File: src/rtl/window_gen_pkg.sv
`default_nettype none
// +----------------------------------------------------------------------------+
// | Module   : window_gen_pkg                                                  |
// | Purpose  : Shared pixel/row widths and row packing for the 3x3 window      |
// |            generator and the convolution MAC that consumes its rows.       |
// | Contents : PIX_W, ROW_W, pix_t, row_t, pack_row()                          |
// | Revision : 1.0 - initial release                                           |
// +----------------------------------------------------------------------------+
package window_gen_pkg;

   localparam int PIX_W = 13;
   localparam int ROW_W = 3 * PIX_W;

   typedef logic signed [PIX_W-1:0] pix_t;
   typedef logic        [ROW_W-1:0] row_t;

   // Newest column lives in the top field, oldest in the bottom field.
   function automatic row_t pack_row(input logic [PIX_W-1:0] col_c,
                                     input logic [PIX_W-1:0] col_c1,
                                     input logic [PIX_W-1:0] col_c2);
      return {col_c, col_c1, col_c2};
   endfunction

endpackage
`default_nettype wire

File: src/rtl/window_gen_if.sv
`default_nettype none
// +----------------------------------------------------------------------------+
// | Module   : window_gen_if                                                   |
// | Purpose  : Pixel-in / window-out bundle of the 3x3 window generator.       |
// | Signals  : pix_in, pix_valid       (source -> generator)                   |
// |            row1, row2, row3,                                               |
// |            win_valid, frame_done   (generator -> MAC)                      |
// | Modports : master = pixel source side, slave = window generator side       |
// | Revision : 1.0 - initial release                                           |
// +----------------------------------------------------------------------------+
interface window_gen_if;
   import window_gen_pkg::*;

   logic [PIX_W-1:0] pix_in;
   logic             pix_valid;
   logic [ROW_W-1:0] row1;
   logic [ROW_W-1:0] row2;
   logic [ROW_W-1:0] row3;
   logic             win_valid;
   logic             frame_done;

   modport master (
      output pix_in, pix_valid,
      input  row1, row2, row3, win_valid, frame_done
   );

   modport slave (
      input  pix_in, pix_valid,
      output row1, row2, row3, win_valid, frame_done
   );

endinterface
`default_nettype wire

File: src/rtl/window_gen_line_buffer.sv
`default_nettype none
// +----------------------------------------------------------------------------+
// | Module   : line_buffer                                                     |
// | Purpose  : Enable-gated shift register; dout is din delayed by DEPTH       |
// |            enabled cycles (one image line when DEPTH = image width).       |
// | Ports    : clk  - clock                                                    |
// |            en   - shift enable (accepted pixel)                            |
// |            din  - data in                                                  |
// |            dout - data from DEPTH enables ago                              |
// | Revision : 1.0 - initial release                                           |
// +----------------------------------------------------------------------------+
module line_buffer #(
   parameter int WIDTH = 13,
   parameter int DEPTH = 8
) (
   input  logic             clk,
   input  logic             en,
   input  logic [WIDTH-1:0] din,
   output logic [WIDTH-1:0] dout
);

   logic [DEPTH-1:0][WIDTH-1:0] sr_q;
   logic [DEPTH-1:0][WIDTH-1:0] sr_d;

   always_comb begin
      sr_d = sr_q;
      if (en) begin
         sr_d = {sr_q[DEPTH-2:0], din};
      end
   end

   // Contents are never observable before two full lines have been written,
   // so the storage carries no reset.
   always_ff @(posedge clk) begin
      sr_q <= sr_d;
   end

   assign dout = sr_q[DEPTH-1];

endmodule
`default_nettype wire

File: src/rtl/window_gen.sv
`default_nettype none
// +----------------------------------------------------------------------------+
// | Module   : window_gen                                                      |
// | Purpose  : Streaming 3x3 window generator. Buffers two image lines and     |
// |            presents each interior 3x3 neighbourhood as three packed rows.  |
// | Ports    : clk - clock, rst - asynchronous active-high reset               |
// |            bus - window_gen_if.slave (pix_in, pix_valid, row1..row3,       |
// |                  win_valid, frame_done)                                    |
// | Revision : 1.0 - initial release                                           |
// +----------------------------------------------------------------------------+
module window_gen
   import window_gen_pkg::*;
#(
   parameter int IMG_W = 8,
   parameter int IMG_H = 8
) (
   input  logic        clk,
   input  logic        rst,
   window_gen_if.slave bus
);

   localparam int COL_W = $clog2(IMG_W);
   localparam int ROWC_W = $clog2(IMG_H);
   localparam logic [COL_W-1:0]  C_COL_LAST = COL_W'(IMG_W - 1);
   localparam logic [ROWC_W-1:0] C_ROW_LAST = ROWC_W'(IMG_H - 1);

   logic [COL_W-1:0]  col_q, col_d;
   logic [ROWC_W-1:0] row_q, row_d;
   row_t              row1_q, row1_d;
   row_t              row2_q, row2_d;
   row_t              row3_q, row3_d;
   logic              win_valid_q, win_valid_d;
   logic              frame_done_q, frame_done_d;

   logic [PIX_W-1:0]  lb0_dout;
   logic [PIX_W-1:0]  lb1_dout;
   logic              last_col;
   logic              last_row;

   // lb0 yields the pixel one line above the incoming one, lb1 two lines above.
   line_buffer #(.WIDTH(PIX_W), .DEPTH(IMG_W)) u_lb0 (
      .clk  (clk),
      .en   (bus.pix_valid),
      .din  (bus.pix_in),
      .dout (lb0_dout)
   );

   line_buffer #(.WIDTH(PIX_W), .DEPTH(IMG_W)) u_lb1 (
      .clk  (clk),
      .en   (bus.pix_valid),
      .din  (lb0_dout),
      .dout (lb1_dout)
   );

   assign last_col = (col_q == C_COL_LAST);
   assign last_row = (row_q == C_ROW_LAST);

   always_comb begin
      col_d        = col_q;
      row_d        = row_q;
      row1_d       = row1_q;
      row2_d       = row2_q;
      row3_d       = row3_q;
      win_valid_d  = 1'b0;
      frame_done_d = 1'b0;

      if (bus.pix_valid) begin
         // Shift every row one column left; the new column enters at the top field.
         row3_d = pack_row(bus.pix_in, row3_q[ROW_W-1 -: PIX_W], row3_q[2*PIX_W-1 -: PIX_W]);
         row2_d = pack_row(lb0_dout,   row2_q[ROW_W-1 -: PIX_W], row2_q[2*PIX_W-1 -: PIX_W]);
         row1_d = pack_row(lb1_dout,   row1_q[ROW_W-1 -: PIX_W], row1_q[2*PIX_W-1 -: PIX_W]);

         // The row gate masks stale line-buffer data (new frame or after reset);
         // the col gate drops the two columns left over from the previous line.
         win_valid_d  = (row_q >= ROWC_W'(2)) && (col_q >= COL_W'(2));
         frame_done_d = last_col && last_row;

         if (last_col) begin
            col_d = '0;
            row_d = last_row ? '0 : row_q + ROWC_W'(1);
         end else begin
            col_d = col_q + COL_W'(1);
         end
      end
   end

   always_ff @(posedge clk or posedge rst) begin
      if (rst) begin
         col_q        <= '0;
         row_q        <= '0;
         row1_q       <= '0;
         row2_q       <= '0;
         row3_q       <= '0;
         win_valid_q  <= 1'b0;
         frame_done_q <= 1'b0;
      end else begin
         col_q        <= col_d;
         row_q        <= row_d;
         row1_q       <= row1_d;
         row2_q       <= row2_d;
         row3_q       <= row3_d;
         win_valid_q  <= win_valid_d;
         frame_done_q <= frame_done_d;
      end
   end

   assign bus.row1       = row1_q;
   assign bus.row2       = row2_q;
   assign bus.row3       = row3_q;
   assign bus.win_valid  = win_valid_q;
   assign bus.frame_done = frame_done_q;

endmodule
`default_nettype wire

File: src/flat_wrapper.sv
// flat-port wrapper written by rule: the top's interface ports become plain ports
module window_gen_flat import window_gen_pkg::*;
#(
   parameter int IMG_W = 8,
   parameter int IMG_H = 8
)
  (clk, rst, bus_pix_in, bus_pix_valid, bus_row1, bus_row2, bus_row3, bus_win_valid, bus_frame_done);
  window_gen_if bus_i ();
  input  logic clk;
  input  logic rst;
  input wire logic [$bits(bus_i.pix_in)-1:0] bus_pix_in;
  input wire logic [$bits(bus_i.pix_valid)-1:0] bus_pix_valid;
  output wire logic [$bits(bus_i.row1)-1:0] bus_row1;
  output wire logic [$bits(bus_i.row2)-1:0] bus_row2;
  output wire logic [$bits(bus_i.row3)-1:0] bus_row3;
  output wire logic [$bits(bus_i.win_valid)-1:0] bus_win_valid;
  output wire logic [$bits(bus_i.frame_done)-1:0] bus_frame_done;
  assign bus_i.pix_in = bus_pix_in;
  assign bus_i.pix_valid = bus_pix_valid;
  assign bus_row1 = bus_i.row1;
  assign bus_row2 = bus_i.row2;
  assign bus_row3 = bus_i.row3;
  assign bus_win_valid = bus_i.win_valid;
  assign bus_frame_done = bus_i.frame_done;
  window_gen #(.IMG_W(IMG_W), .IMG_H(IMG_H)) u_core (.clk(clk), .rst(rst), .bus(bus_i));
endmodule
File: config.mk
export PLATFORM = sky130hd
export DESIGN_NAME = window_gen_flat
export DESIGN_NICKNAME = d
export VERILOG_FILES = /design/src/rtl/window_gen_pkg.sv /design/src/rtl/window_gen_if.sv /design/src/rtl/window_gen_line_buffer.sv /design/src/rtl/window_gen.sv /design/src/flat_wrapper.sv
export SDC_FILE = /design/constraint.sdc
export NUM_CORES = 1
export LEC_CHECK = 0
export CORE_MARGIN = 2
export CORE_UTILIZATION = 59
export DETAILED_ROUTE_END_ITERATION = 8
export PLACE_DENSITY = 0.89
export SYNTH_ARGS = -nofsm -noshare
export SYNTH_HDL_FRONTEND = slang
export SYNTH_HIERARCHICAL = 1
export SYNTH_SLANG_ARGS = --single-unit
File: constraint.sdc
create_clock -name clk -period 7.1 [get_ports clk]
set_input_delay 1.42 -clock clk [delete_from_list [all_inputs] [get_ports clk]]
set_output_delay 1.42 -clock clk [all_outputs]
set_load 0.02 [all_outputs]
==> impl_results.md <==
- Run status: complete, no violations
- Flop pwr share: 0.520
- Average via count per standard cell: around 5
- Area growth, synth to finish: 21.1%
- Synth area leaders: edfxtp_1, dfrtp_1, mux2_4
- Initial DRC Count: 272
- CTS tree: built
- Max Clock Freq: around 330 MHz
- Antenna violations before repair: 0
- Die Y-Extent: ~140 µm
- Minimum clock period: a little over 3 ns
- Compound-Gate Fraction of Synth Area: 0.000879
- Number of global-route vias before repair: 5019
- Power Density: ~330 mW/mm²
- PortBufs: around 130
- Sw Share: 0.226
- Remaining antenna violation count: 0
- Vias: approximately 4700
- Post-synth top area share: 0.549
- Final setup fails: 0
- Final hold violations: 0
- Area of the multi-input gates: ~0.0017 mm²
- RSZ-0062 raised after global routing: no
- DP HPWL: 9110 µm
- Hold buffers post-CTS: 0
- Drt total wl: about 16000 µm
- Arrival time at the worst endpoint: between 1.5 and 2 ns
- Post-route insts no fill: approximately 930
- Layout cell share with drive strength beyond 1: 0.255
- Worst skew pair latency: ~0.52 ns
- Tightest Hold Check Type: reg -> reg
- Post-CTS Setup Bufs: 0
- Worst EP required: roughly 5.7 ns
- Worst hold slack: about 0.42 ns
- Global placer's final weighted congestion: ~0.70
- Post-Synth Adder-Cell Area: 0.00549
- TritonRoute pass-1 iters: 4
- Max Cap Viol: 0
- Htree depth: 1
- Mapped Nets: roughly 530
- Crit path cell chain: clkdlybuf4s50_1
- Crit path largest cell delay: between 0.6 and 0.7 ns
- Final slew viol count: 0
- Switching power: 1.03 mW
- Largest net degree at the start of global routing: around 120
- First-pass GRT wire length: 26200 µm
- Final Cycle Share: 0.428
- Mux contribution to synthesized area: 0.139
- Clock buffer count from CTS: 31
- Synth Area per Inst: 22.2 µm²
- Core Area: between 0.015 and 0.02 mm²
- Crit path max-delay family: buffers and inverters
- Synth Area in XOR/XNOR: 0
- Leakage Power: ~5.4 nW
- Diodes inserted: 0
- Worst Setup Start Kind: flip-flop
- DR WL/cell: roughly 17 µm
- CP Capture Type: output pin
- I/O Pins: around 140
- Comb pwr share: 0.130
- Root buf cell: clkbuf_16
- Max Buffers Root-to-Sink: 3
- Clock tree sinks: 333
- VDD IR max: approximately 0.00022 V
- Slowest cell on the critical path: clkdlybuf4s50_1
- Sequential cell area: between 0.009 and 0.01 mm²
- # fillers: 1038
- Cell count after synthesis: 512
- Initial Util: 0.605
- Layout Nets: approximately 660
- CP Buf/Inv Count: 1
- Die Area: 0.0204 mm²
- Post-Place Cells: 870
- Syn. warnings: 6
- GRT Total Usage: 0.162
- Distinct cells, synth: 18
- Cell-internal power: between 3 and 4 mW
- Rows: 50
- WS Path Type: reg -> out
- TNS Setup: 0 ns
- Drc violations: 0
- Yosys reg bits: around 330
- Largest family of logic cells by synthesized area: multiplexers
- CTS clock-pin slew for the worst setup and hold paths: 0.06 ns
- Worst slew pin tran: approximately 0.94 ns
- Synthesized area: roughly 0.011 mm²
- Clk_skew: ~0.011 ns
- Critical path fanouts, max: 3
- Sequential share of the synthesized area: 0.823
- Area share of and/or/nand/nor cells after synthesis: 0.00330
- Slew Limit Headroom: 0.372
- Total grt overflow: 0
- # resized after CTS: 0
- Largest area contributor in the netlist: edfxtp_1
- Clock network power share: 0.349
- Width of the chip: roughly 140 µm
-- per-stage QoR --
| stage | area, µm² | worst slack, ns | power, mW | utilization |
|---|---|---|---|---|
| finish | 13800 | 4.06 | 4.57 | 0.732 |
| global route | 13800 | 4.01 | 4.76 | 0.732 |
| CTS | 13800 | 4.04 | 4.63 | 0.732 |
| detailed placement | 12800 | 3.71 | 3.01 | 0.679 |
| global placement | 12800 | 3.83 | 2.97 | 0.679 |
| floorplan | 11400 | 2.35 | 2.71 | - |
-- synth_stat cells --
cell type  number
nor2b_1         1
mux2_4         56
nand2_1         1
buf_6           7
or3b_1          1
buf_2           7
mux2_2         65
ha_1            5
o21ai_0         1
nor2_1          2
o21ai_1         1
and3_1          1
dfrtp_1       125
edfxtp_1      208
mux2i_1         1
nor3_1          1
buf_4          26
inv_1           3
-- worst reg2reg max path, cell delays in order (launching register included) --
cell and delay (ns):
dfrtp_1 0.42, ha_1 0.23, ha_1 0.20, nand2_1 0.13, mux2_2 0.36
-- area by class of cell --
class	count	share of cell area
clock buffers	40	0.0594
well taps	260	0.0236
flip-flops and latches	333	0.680
repair buffers	138	0.101
clock inverters	17	0.0129
inverters	3	0.000998
multi-input cells	136	0.123
-- cell families after synthesis --
kind of cell    count (synthesis)
compound gates                  2
fa+ha+maj                       5
buf+inv                        43
flops                         333
mux                           122
simple gates                    7
-- cells in the final DEF (no fill, tap or decap), types with 4 or more instances in the layout --
master	n
clkinv_2	7
clkdlybuf4s50_1	133
edfxtp_1	208
mux2_2	65
bufinv_16	4
clkbuf_1	8
ha_1	5
clkinv_1	6
clkbuf_16	31
mux2_4	56
dfrtp_1	125
-- flip-flops by register name (all words and copies together) (netlist names) --
signal and cells:
u_core/bus.row2 39, u_core/bus.row3 39, u_core/u_lb1/sr_q 91, u_core/u_lb0/sr_q 91
u_core/u_lb1/dout 13, u_core/col_q 3, u_core/bus.row1 39, u_core/row_q 3
u_core/bus.frame_done 1, u_core/bus.win_valid 1, u_core/u_lb0/dout 13
-- worst paths after layout --
check                                       from                     to  slack (ns)  cells after the start
min reg2reg                u_core/u_lb0/sr_q[51]  u_core/u_lb0/sr_q[64]        0.42                      0
min                        u_core/u_lb0/sr_q[51]  u_core/u_lb0/sr_q[64]        0.42                      0
max reg2reg                      u_core/col_q[1]        u_core/row_q[0]        5.64                      4
max                          u_core/bus.row2[15]           bus_row2[15]        4.06                      1
max in group asynchronous                    rst    u_core/bus.row1[21]        4.34                      3
min in group asynchronous                    rst    u_core/bus.row2[34]        1.49                      2
-- routing by layer --
metal  share of wire  GRT usage  up-vias
li1                -          -     2146
met1            0.45      0.232     2350
met2            0.47      0.257      145
met3           0.063     0.0386       22
met4           0.015     0.0380        0
met5               0          0        -
-- power groups by stage --
stage	combinational, mW	sequential [mW]	clock (mW)
2_1_floorplan	0.204	2.51	0
3_3_place_gp	0.579	2.39	0
3_5_place_dp	0.599	2.41	0
4_1_cts	0.604	2.38	1.64
5_1_grt	0.636	2.40	1.72
6_report	0.596	2.38	1.60
(Power assumes the default switching activity.)
